### src/rtl/tick_sched_pkg.sv
// tick_sched_pkg
// Shared types and elaboration helpers for the millisecond tick scheduler:
//   state_t  - sequencer state (IDLE waits for a millisecond strobe,
//              SCAN walks one channel per cycle)
//   ms_div   - clocks per millisecond for a given clock frequency
//   presc_w  - width of the prescaler counter that covers 0..ms_div-1
package tick_sched_pkg;

    typedef enum logic {
        IDLE = 1'b0,
        SCAN = 1'b1
    } state_t;

    function automatic int ms_div(input int clk_freq);
        return clk_freq / 1000;
    endfunction

    // At least one bit, so a degenerate divider still elaborates.
    function automatic int presc_w(input int clk_freq);
        return (ms_div(clk_freq) > 1) ? $clog2(ms_div(clk_freq)) : 1;
    endfunction

endpackage

### src/rtl/ms_prescaler.sv
// ms_prescaler
// Free-running millisecond prescaler. The counter runs 0..MS_DIV-1 and wraps;
// ms_strobe is high for the single cycle in which the count is MS_DIV-1.
// Ports:
//   clk       in  - system clock
//   rst_n     in  - asynchronous active-low reset (count returns to 0)
//   ms_strobe out - one-cycle pulse once per millisecond
module ms_prescaler
    import tick_sched_pkg::*;
#(
    parameter int CLK_FREQ = 27_000_000
) (
    input  logic clk,
    input  logic rst_n,
    output logic ms_strobe
);

    localparam int               MS_DIV = ms_div(CLK_FREQ);
    localparam int               CNT_W  = presc_w(CLK_FREQ);
    localparam logic [CNT_W-1:0] LAST   = CNT_W'(MS_DIV - 1);

    logic [CNT_W-1:0] cnt;

    always_ff @(posedge clk or negedge rst_n) begin
        if (!rst_n)
            cnt <= '0;
        else if (cnt == LAST)
            cnt <= '0;
        else
            cnt <= cnt + 1'b1;
    end

    assign ms_strobe = (cnt == LAST);

endmodule

### src/rtl/tick_scheduler.sv
// tick_scheduler
// N_CH programmable millisecond timers sharing one prescaler. Once per
// millisecond strobe the sequencer walks every channel (one per cycle),
// decrementing enabled countdowns; on expiry the channel emits a one-cycle
// tick, toggles its wave output and either reloads or (oneshot) disables.
// Ports:
//   clk, rst_n            - clock, asynchronous active-low reset
//   cfg_valid/cfg_ready   - config write handshake (ready only while IDLE)
//   cfg_ch                - channel to write
//   cfg_period            - period in ms, 0 disables the channel
//   cfg_enable            - channel enable
//   cfg_oneshot           - 1: fire once then disable, 0: periodic
//   tick[N_CH]            - one-cycle expiry pulse per channel
//   wave[N_CH]            - toggles on each expiry (resets high)
//   active[N_CH]          - current enable per channel
//   busy                  - sequencer is scanning
module tick_scheduler
    import tick_sched_pkg::*;
#(
    parameter  int CLK_FREQ = 27_000_000,
    parameter  int N_CH     = 4,
    parameter  int PERIOD_W = 16,
    localparam int CH_W     = (N_CH > 1) ? $clog2(N_CH) : 1
) (
    input  logic                clk,
    input  logic                rst_n,
    input  logic                cfg_valid,
    output logic                cfg_ready,
    input  logic [CH_W-1:0]     cfg_ch,
    input  logic [PERIOD_W-1:0] cfg_period,
    input  logic                cfg_enable,
    input  logic                cfg_oneshot,
    output logic [N_CH-1:0]     tick,
    output logic [N_CH-1:0]     wave,
    output logic [N_CH-1:0]     active,
    output logic                busy
);

    localparam int              MS_DIV  = ms_div(CLK_FREQ);
    localparam logic [CH_W-1:0] LAST_CH = CH_W'(N_CH - 1);

    // A strobe must never land while a scan is still in progress.
    generate
        if (MS_DIV <= N_CH + 1) begin : g_bad_div
            $error("tick_scheduler: CLK_FREQ/1000 must exceed N_CH+1");
        end
    endgenerate

    logic ms_strobe;

    ms_prescaler #(
        .CLK_FREQ (CLK_FREQ)
    ) u_presc (
        .clk       (clk),
        .rst_n     (rst_n),
        .ms_strobe (ms_strobe)
    );

    state_t                         state;
    logic [CH_W-1:0]                idx;
    logic [N_CH-1:0][PERIOD_W-1:0]  reload;
    logic [N_CH-1:0][PERIOD_W-1:0]  remain;
    logic [N_CH-1:0]                en;
    logic [N_CH-1:0]                oneshot;

    logic cfg_fire;
    logic scan_fire;

    // cfg_ready is only high in IDLE, so writes never collide with scan updates.
    // Writes to channel numbers beyond N_CH-1 are dropped.
    assign cfg_fire  = cfg_valid && cfg_ready && (int'(cfg_ch) < N_CH);

    // Expiry happens at remain==1, so remain never needs to wrap through 0.
    assign scan_fire = (state == SCAN) && en[idx] && (remain[idx] == PERIOD_W'(1));

    // Sequencer and channel state
    always_ff @(posedge clk or negedge rst_n) begin
        if (!rst_n) begin
            state     <= IDLE;
            idx       <= '0;
            busy      <= 1'b0;
            cfg_ready <= 1'b1;
            reload    <= '0;
            remain    <= '0;
            en        <= '0;
            oneshot   <= '0;
        end else begin
            if (cfg_fire) begin
                reload[cfg_ch]  <= cfg_period;
                remain[cfg_ch]  <= cfg_period;
                oneshot[cfg_ch] <= cfg_oneshot;
                en[cfg_ch]      <= cfg_enable && (cfg_period != '0);
            end

            case (state)
                IDLE: begin
                    // A write landing with the strobe is already in the
                    // arrays by the time channel 0 is scanned.
                    if (ms_strobe) begin
                        state     <= SCAN;
                        idx       <= '0;
                        busy      <= 1'b1;
                        cfg_ready <= 1'b0;
                    end
                end
                SCAN: begin
                    if (scan_fire) begin
                        if (oneshot[idx])
                            en[idx] <= 1'b0;
                        else
                            remain[idx] <= reload[idx];
                    end else if (en[idx]) begin
                        remain[idx] <= remain[idx] - 1'b1;
                    end

                    if (idx == LAST_CH) begin
                        state     <= IDLE;
                        idx       <= '0;
                        busy      <= 1'b0;
                        cfg_ready <= 1'b1;
                    end else begin
                        idx <= idx + 1'b1;
                    end
                end
                default: state <= IDLE;
            endcase
        end
    end

    // Registered outputs: tick/wave change on the edge after the scan cycle.
    always_ff @(posedge clk or negedge rst_n) begin
        if (!rst_n) begin
            tick <= '0;
            wave <= '1;
        end else begin
            tick <= '0;
            if (scan_fire) begin
                tick[idx] <= 1'b1;
                wave[idx] <= ~wave[idx];
            end
        end
    end

    assign active = en;

endmodule

### config.mk
export PLATFORM = sky130hd
export DESIGN_NAME = tick_scheduler
export DESIGN_NICKNAME = d
export VERILOG_FILES = /design/src/rtl/tick_sched_pkg.sv /design/src/rtl/ms_prescaler.sv /design/src/rtl/tick_scheduler.sv
export SDC_FILE = /design/constraint.sdc
export NUM_CORES = 1
export LEC_CHECK = 0
export BUFFER_PORTS_ARGS = -buffer_cell sky130_fd_sc_hd__buf_2
export CORE_ASPECT_RATIO = 1.75
export CORE_MARGIN = 3
export CORE_UTILIZATION = 45
export DETAILED_ROUTE_END_ITERATION = 7
export RECOVER_POWER = 100
export SLEW_MARGIN = 20
export SYNTH_ARGS = -nofsm -noshare
export SYNTH_HDL_FRONTEND = slang
export SYNTH_HIERARCHICAL = 1
export SYNTH_SLANG_ARGS = --single-unit
### constraint.sdc
create_clock -name clk -period 4.5 [get_ports clk]
set_clock_uncertainty 0.1 [all_clocks]
set_input_delay 0.45 -clock clk [delete_from_list [all_inputs] [get_ports clk]]
set_output_delay 0.45 -clock clk [all_outputs]
set_load 0.005 [all_outputs]
### Word-level counts from Yosys, hierarchy flattened

Cells that the tools add are included.

* output and inout port bits: 14
* input bits: 23
* bits in registers: 164
* logic and storage cells: 89

* multiplexer cells: 48
* reductions and logical operators: 8
* bitwise operators: 4
* add/sub/neg operators: 3
* eq/ne operators: 5
* order comparisons: 4

Operators by type and width (count)
* $mux 64: 5
* $bwmux 64: 4
* $bmux 16 s2: 2
* $demux 16 s2: 2
* $mux 16: 4
* $mux 4: 5
* $eq 16x1->1 const B: 1
* $reduce_bool 16->1: 1
* $sub 16x1->16 const B: 1
* $add 15x1->15 const B: 1
* $eq 15x15->1 const B: 1
* $mux 15: 1
* $bwmux 4: 3
* $mux 1: 11
* $bmux 1 s2: 3
* $logic_and 1x1->1: 6
* $lt 2x3->1 const B: 2
* $pmux 1 s2: 3
* $and 4x4->4: 1
* $demux 1 s2: 2
* $ge 2x1->1 const B: 2
* $mux 2: 2
* $not 4->4: 1
* $pmux 2 s2: 1
* other kinds (6): 7

### Depth between registers and ports, before layout

Gate-level depths: netlist of run 1.

* depth in word-level cells: 10
* mapped depth: 15
* depth with buffers taken out: 9

### By module

The synthesis of run 1 kept the hierarchy.

By module, submodules not included
* tick_scheduler: cells each 846, seq. area each 3734.8 um^2, instances 1, area each 8395.6 um^2
* ms_prescaler: cells each 67, seq. area each 375.4 um^2, instances 1, area each 724.4 um^2

### Worst setup path before layout of run 1

Ideal clock, no wire load.

* path type: reg2reg
* from: reg idx[0]
* to: reg remain[25] in the netlist's numbering
* required time: 4.274 ns
* arrival: 2.920 ns
* setup time: 0.126 ns
* setup slack: 1.354 ns
* clock period less this slack: 3.146 ns
* path buffers: 4
* cell stages (with the launch flop): 13
* path through: dfrtp_1 > buf_6 > buf_6 > mux4_2 > inv_1 > ha_1 > nand2_1 > o22ai_1 > nand4_4 > or2_1 > buf_6 > buf_6 > o311a_1

* cells in the longest elaborated chain, start to end: 8
* elaborated cells between the ends (all ways): 23
* those cells by class: add/sub: 1; order compare: 2; eq/ne: 1; mux: 16; reduce/logical: 3

Ends and longest elaborated chain
* start, declared: RTL line tick_scheduler.sv:60 `logic [CH_W-1:0] idx;`
* start signal, assigned: RTL line tick_scheduler.sv:122 `idx <= idx + 1'b1;`
* parallel branches: the longest is 6 deep, another holds $sub 16x1->16
* $mux 64 *: RTL line tick_scheduler.sv:107 `if (scan_fire) begin`
* $mux 64 *: RTL line tick_scheduler.sv:95 `case (state)`
* end signal, assigned by index: RTL line tick_scheduler.sv:90 `remain[cfg_ch] <= cfg_period;`
* end signal, assigned by index: RTL line tick_scheduler.sv:111 `remain[idx] <= reload[idx];`
* end signal, assigned by index: RTL line tick_scheduler.sv:113 `remain[idx] <= remain[idx] - 1'b1;`
* end, declared: RTL line tick_scheduler.sv:62 `logic [N_CH-1:0][PERIOD_W-1:0] remain;`

Every way passes the cells marked *. The select of a mux whose other input is x is not followed.
A chain may end at the register's enable or synchronous reset.

### Worst setup path after layout of run 1

* from: reg idx[0]
* to: reg remain[50] in the netlist's numbering

The elaborated chain is that of the path after synthesis.

==> impl_metrics.py, run 1 <==
metrics = {
    "flow_run": {
        "drv_cap": 2,
    },
    "clock_network": {
        "h-tree-depth": 4,
        "clockRootBuffer": "clkbuf_16",
        "cts_buffers": 17,
        "clockBufferDepth": 2,
        "clkTransAtPathRegs_ns": 0.07,
        "clk_latency_ns": 0.45,
        "cts_tree": "built",
        "post_cts_buffers": 0,
        "clock-sinks": 164,
    },
    "critical_path": {
        "cp-start-kind": "register",
        "cp_data_arrival_time_ns": 4.29,
        "crit_family": "multiplexers",
        "worst-path-max-fanout": 25,
        "ff2ff_path_depth": 10,
        "crit_buf_inv": 2,
        "end_kind": "register",
        "cp_slowest_cell": "dfrtp_2",
        "r2r-end": "remain[50]$_DFF_PN0_",
        "reg2reg_slack_ns": 0.46,
        "r2r_start": "idx[0]$_DFFE_PN0P_",
        "cpPeakStageDelay_ns": 0.66,
        "crit_chain": "buf_4 -> mux4_2 -> ha_1 -> nand2_1 -> o22ai_1 -> nand4_1 -> or2_2 -> clkbuf_2 -> mux2_4 -> o22ai_1",
        "worstSetupPathType": "reg2reg",
        "critPathRequiredTime_ns": 4.75,
        "cpMostUsedCell": "o22ai_1",
    },
    "route": {
        "drt-total-wl_microns": 28800,
        "ant_nets": 0,
        "routed_via_density": 6.24,
        "dr.pass1.iters": 5,
        "drt-wirelength-per-cell_microns": 23.8,
        "drc": 0,
        "drt_iter0_drc": 537,
        "route.vias.total": 7541,
    },
    "grt": {
        "antenna_found_initial": 0,
        "first_global_vias": 7717,
        "grt_max_degree": 84,
        "grt_usage": 0.268,
        "grt.overflow.total": 0,
        "grt_pass1_wl_microns": 44900,
    },
    "synthesis": {
        "synth_async_sr_flop_share": 1.00,
        "syn_area_per_cell_sq_um": 9.99,
        "synth_seq_cells": 164,
        "syn_area_sq_um": 9120,
        "ys_warn_count": 6,
        "synthDistinctLibCells": 70,
        "ys_seq_area_frac": 0.451,
        "synth_cells": 913,
        "synth_top_flop_cell": "dfrtp_1",
        "synth_fp_nets": 943,
        "synth_edf_count": 0,
    },
    "layout": {
        "fin_util": 0.511,
        "area_growth_pct": 11.1,
        "stdcell_count": 1209,
        "final_nets": 981,
        "drive_gt1_frac": 0.168,
        "n_antenna_cell": 0,
    },
    "placed_design": {
        "dp_hpwl_microns": 19500,
        "place.gp.congestion": 0.885,
        "port_buffers": 36,
        "dp_cells": 1176,
    },
    "power": {
        "netSwitchingPower_mw": 0.728,
        "power.internal_mw": 2.27,
        "vdd_ir_drop_max_v": 0.000296,
        "pwr-share-comb": 0.020,
        "leakage_nw": 4.39,
        "power_frac_seq": 0.491,
        "p_sw_frac": 0.243,
        "p_clk_frac": 0.488,
        "power_density_nw_per_um2": 296,
    },
    "sta": {
        "drv_slew": 113,
        "hold_viol": 0,
        "min_period_ns": 4.04,
        "fmax_mhz": 247,
        "setup_viol": 0,
        "slew_headroom": -0.433,
        "setup_tns_ns": 0,
        "finalCritPeriodShare": 0.899,
        "grt_setup_unrepaired": "no",
        "worstMarginPinSlew_ns": 2.15,
    },
    "floorplanning": {
        "io_pins": 37,
        "die_area_sq_um": 22100,
        "num_rows": 68,
        "core_area_sq_um": 19800,
        "die_h_microns": 194,
        "start_util": 0.460,
        "fp.dieW_microns": 114,
    },
    "min_path": {
        "worstHoldPathType": "in2reg",
        "min_to": "oneshot[0]$_DFFE_PN0P_",
        "whs_path_depth": 3,
        "hp-start": "cfg_oneshot",
    },
    "status": {
        "status": "finished with violations",
        "violations": "max-capacitance violations, max-slew violations",
    },
}
[layer usage]
layer / global-route usage / wire (microns)
met2: 0.449 / 14600
met1: 0.332 / 11100
met3: 0.0427 / 1720
met4: 0.133 / 1390
met5: 0 / 0
[through the flow]
step | power, mW | setup slack (ns) | hold slack (ns) | instance area, sq um
CTS | 3.03 | 0.789 | 0.143 | 10200
global placement | 1.57 | 0.867 | 0.355 | 9620
global route | 3.09 | 0.282 | 0.168 | 10100
detailed placement | 1.57 | 0.819 | 0.359 | 9620
finish | 3.00 | 0.455 | 0.160 | 10100
floorplan | 1.50 | 1.35 | 0.0544 | 9120
[state kept, by name (all words and copies together), names as in the netlist, 2 cells and up]
signal	count
oneshot	4
active	4
reload	64
wave	4
u_presc/cnt	15
tick	4
idx	2
remain	64
[placed cells by master (no fill, tap or decap), drive strengths merged, types with 3 or more instances in the layout]
cell type and count:
nor3 33, clkinv 3, mux2i 42, nand4 11
mux2 33, mux4 27, buf 56, a2bb2oi 3
dfrtp 159, o21ai 31, inv 21, nor2 44
or3 5, o221ai 17, and3 8, xnor2 11
a21boi 33, a211oi 7, a221o 6, nand4b 3
a221oi 19, and4 3, dfstp 5, nand2b 4
o22ai 5, nor4 9, nand2 238, and2 9
nand3 16, xor2 9, ha 7, clkbuf 30
a21oi 20
[cell families after synthesis]
group           after synthesis  share of synthesized area
mux                         102                      0.156
simple gates                395                      0.201
buf+inv                      62                     0.0335
xor+xnor                     20                     0.0192
compound gates              163                      0.131
flops                       164                      0.451
fa+ha+maj                     7                    0.00960
[what timing repair did]
action,in CTS,in global routing
hold buffers,1,0
gates resized for setup,0,0
endpoints found under the hold margin,35,0
setup endpoints to repair,0,0
[cell type report]
cell class	count	area [sq um]
Tap cell	245	307
Clock buffer	17	425
Multi-Input combinational cell	687	4680
Clock inverter	15	159
Inverter	11	41.3
Timing Repair Buffer	70	412
Fill cell	1839	9690
Sequential cell	164	4110
[worst register-to-register path, stage by stage, from the launching register on]
cell	delay [ns]
dfrtp_2	0.66
buf_4	0.42
mux4_2	0.65
ha_1	0.25
nand2_1	0.07
o22ai_1	0.09
nand4_1	0.31
or2_2	0.38
clkbuf_2	0.52
mux2_4	0.35
o22ai_1	0.16
[worst max path at each step]
stage,to,start,depth (start not counted)
after floorplan,remain[25]$_DFF_PN0_,idx[0]$_DFFE_PN0P_,12
after global placement,remain[10]$_DFF_PN0_,idx[0]$_DFFE_PN0P_,10
after detailed placement,remain[50]$_DFF_PN0_,idx[0]$_DFFE_PN0P_,10
after CTS,remain[50]$_DFF_PN0_,idx[0]$_DFFE_PN0P_,10
after global routing,remain[50]$_DFF_PN0_,idx[0]$_DFFE_PN0P_,10
final,remain[50]$_DFF_PN0_,idx[0]$_DFFE_PN0P_,10
[power groups by stage]
stage	Clock [mW]	Combinational (mW)	Sequential, mW
after CTS	1.50	0.0649	1.47
after global placement	0	0.0640	1.50
after global routing	1.55	0.0678	1.47
final	1.46	0.0606	1.47
after detailed placement	0	0.0640	1.50
after floorplan	0	0.00253	1.50
[Yosys cell counts, drive strengths merged, types with 3 or more instances]
master / n / share of area
nand2: 238 / 0.099
dfrtp: 159 / 0.44
nor2: 44 / 0.018
mux2i: 42 / 0.046
a21boi: 33 / 0.027
mux2: 33 / 0.041
nor3: 33 / 0.020
o21ai: 31 / 0.017
mux4: 27 / 0.068
clkbuf: 26 / 0.011
buf: 25 / 0.018
a21oi: 20 / 0.011
a221oi: 19 / 0.019
o221ai: 17 / 0.016
nand3: 16 / 0.0088
inv: 11 / 0.0045
nand4: 11 / 0.0092
xnor2: 11 / 0.011
and2: 9 / 0.0062
nor4: 9 / 0.011
xor2: 9 / 0.0086
and3: 8 / 0.0056
a211oi: 7 / 0.0058
ha: 7 / 0.0096
a221o: 6 / 0.0066
dfstp: 5 / 0.014
o22ai: 5 / 0.0034
or3: 5 / 0.0034
nand2b: 4 / 0.0027
a2bb2oi: 3 / 0.0029
and4: 3 / 0.0029
nand4b: 3 / 0.0029
Power figures use the tool's default switching activity.
==> run 2, diff against run 1 <==
==> constraint.sdc (replaced) <==
create_clock -name clk -period 4.75 [get_ports clk]
set_clock_uncertainty 0.1 [all_clocks]
set_input_delay 0.475 -clock clk [delete_from_list [all_inputs] [get_ports clk]]
set_output_delay 0.475 -clock clk [all_outputs]
set_load 0.005 [all_outputs]
==> run 2 against run 1 <==
Effect of this change:
- the run still ends with max-capacitance violations, max-slew violations left
- routed wire length up 1.9%
- sequential power down 5%
- die area unchanged
- combinational power down 6.1%
- count of clock-buffer cells in the layout up 5
- largest power group is now clock
==> impl_metrics.py, run 2 (synthesis gave the netlist of run 1 again) <==
metrics = {
    "status": {
        "status": "finished with violations",
        "violations": "max-capacitance violations, max-slew violations",
    },
    "critical_path": {
        "cp_data_arrival_time_ns": 4.41,
        "crit_chain": "buf_4 -> mux4_2 -> nor3_1 -> nand2_2 -> or2_2 -> o21ai_0 -> a221oi_1",
        "worst-path-max-fanout": 20,
        "r2r_start": "idx[0]$_DFFE_PN0P_",
        "ff2ff_path_depth": 7,
        "critPathRequiredTime_ns": 4.91,
        "cp-start-kind": "register",
        "crit_start": "idx[0]$_DFFE_PN0P_",
        "cp_slowest_cell": "o21ai_0",
        "cpPeakStageDelay_ns": 0.97,
        "end_kind": "register",
        "worstSetupPathType": "reg2reg",
    },
    "sta": {
        "min_period_ns": 4.25,
        "setup_tns_ns": 0,
        "fmax_mhz": 235,
        "finalCritPeriodShare": 0.895,
        "hold_viol": 0,
        "worstMarginPinSlew_ns": 2.51,
        "grt_setup_unrepaired": "no",
        "slew_headroom": -0.675,
        "setup_viol": 0,
        "drv_slew": 180,
    },
    "clock_network": {
        "clockBufferDepth": 2,
        "cts_tree": "built",
        "clockRootBuffer": "clkbuf_16",
        "clkTransAtPathRegs_ns": 0.06,
        "cts_buffers": 17,
        "ctsResizeCount": 0,
        "hold_buffers": 0,
        "clk_latency_ns": 0.45,
        "h-tree-depth": 4,
        "clock-sinks": 164,
        "post_cts_buffers": 0,
    },
    "route": {
        "drt_iter0_drc": 598,
        "routed_via_density": 6.31,
        "drt-wirelength-per-cell_microns": 24.3,
        "dr.pass1.iters": 5,
        "drc": 0,
        "ant_nets": 0,
        "drt-total-wl_microns": 29300,
        "route.vias.total": 7603,
    },
    "grt": {
        "grt_util_met1": 0.332,
        "gr-usage-met3": 0.0486,
        "grt_usage": 0.272,
        "grt.overflow.total": 0,
        "grt_max_degree": 99,
        "grt_pass1_wl_microns": 45500,
        "antenna_found_initial": 0,
        "busiest_layer": "met2",
        "met2_usage": 0.450,
        "first_global_vias": 7916,
    },
    "layout": {
        "final_nets": 977,
        "final_cell_area_sq_um": 10100,
        "final_common_cell": "nand2_1",
        "reg_top3": "reload x64, remain x64, u_presc/cnt x15",
        "drive_gt1_frac": 0.160,
        "fillers": 1869,
        "area_growth_pct": 10.9,
        "final_cell_mix": "nand2_1 (237), dfrtp_1 (158), nor2_1 (42), mux2i_1 (42), a21boi_0 (33)",
        "stdcell_count": 1205,
        "n_antenna_cell": 0,
    },
    "floorplanning": {
        "num_rows": 68,
        "start_util": 0.460,
        "die_area_sq_um": 22100,
        "core_area_sq_um": 19800,
        "io_pins": 37,
        "die_h_microns": 194,
        "fp.dieW_microns": 114,
    },
    "placed_design": {
        "placedInstanceArea_sq_um": 9590,
        "place.gp.congestion": 0.918,
        "dp_cells": 1173,
        "dp_hpwl_microns": 19800,
        "port_buffers": 36,
    },
    "power": {
        "netSwitchingPower_mw": 0.645,
        "vdd_ir_drop_max_v": 0.000238,
        "power_frac_seq": 0.487,
        "pwr-share-comb": 0.020,
        "power_density_nw_per_um2": 284,
        "power.internal_mw": 2.23,
        "power_mw": 2.87,
        "p_sw_frac": 0.225,
        "leakage_nw": 4.36,
        "p_clk_frac": 0.494,
    },
    "flow_run": {
        "drv_cap": 4,
    },
    "min_path": {
        "hp-start": "cfg_oneshot",
        "worstHoldPathType": "in2reg",
        "whs_path_depth": 3,
    },
}
## run 2: per-stage QoR
stage | hold slack (ns) | setup slack (ns) | util
global placement | 0.353 | 0.884 | 0.484
detailed placement | 0.360 | 0.781 | 0.484
floorplan | 0.0794 | 1.60 | -
global route | 0.204 | 0.328 | 0.510
CTS | 0.0781 | 0.770 | 0.514
finish | 0.180 | 0.500 | 0.510
## run 2: cell type report
cell class	instances	area (sq um)	share of cell area
Multi-Input combinational cell	687	4690	0.464
Sequential cell	164	4110	0.407
Clock buffer	22	474	0.0469
Timing Repair Buffer	66	363	0.0359
Tap cell	245	307	0.0303
Clock inverter	10	123	0.0121
Inverter	11	41.3	0.00408
## run 2: final timing paths
| kind | endpoint | slack [ns] |
|---|---|---|
| worst min register to register | reload[53]$_DFFE_PN0P_ | 0.37 |
| worst max register to register | remain[5]$_DFF_PN0_ | 0.50 |
| max in group asynchronous | u_presc/cnt[14]$_DFF_PN0_ | 1.37 |
| min in group asynchronous | reload[21]$_DFFE_PN0P_ | 0.69 |
| worst max-delay path | remain[5]$_DFF_PN0_ | 0.50 |
| worst min-delay path | oneshot[3]$_DFFE_PN0P_ | 0.18 |
## run 2: routing by layer
layer	wire length [microns]	share of wire
met1	11300	0.39
met2	14700	0.50
met3	1660	0.057
met4	1650	0.056
met5	0	0
## run 2: worst max-delay path, delay by kind of cell (launching register included)
kind / cells / cell delay, ns
AND/OR/NAND/NOR: 3 / 1.07
AO/OA/AOI/OAI: 2 / 1.15
flip-flops: 1 / 0.80
multiplexers: 1 / 0.57
buffers and inverters: 1 / 0.36
## run 2: power by group through the flow
stage,registers [mW],logic (mW),clock network (mW)
3_3_place_gp,1.42,0.0600,0
6_report,1.40,0.0569,1.42
5_1_grt,1.40,0.0641,1.50
3_5_place_dp,1.42,0.0597,0
2_1_floorplan,1.42,0.00240,0
4_1_cts,1.40,0.0601,1.43
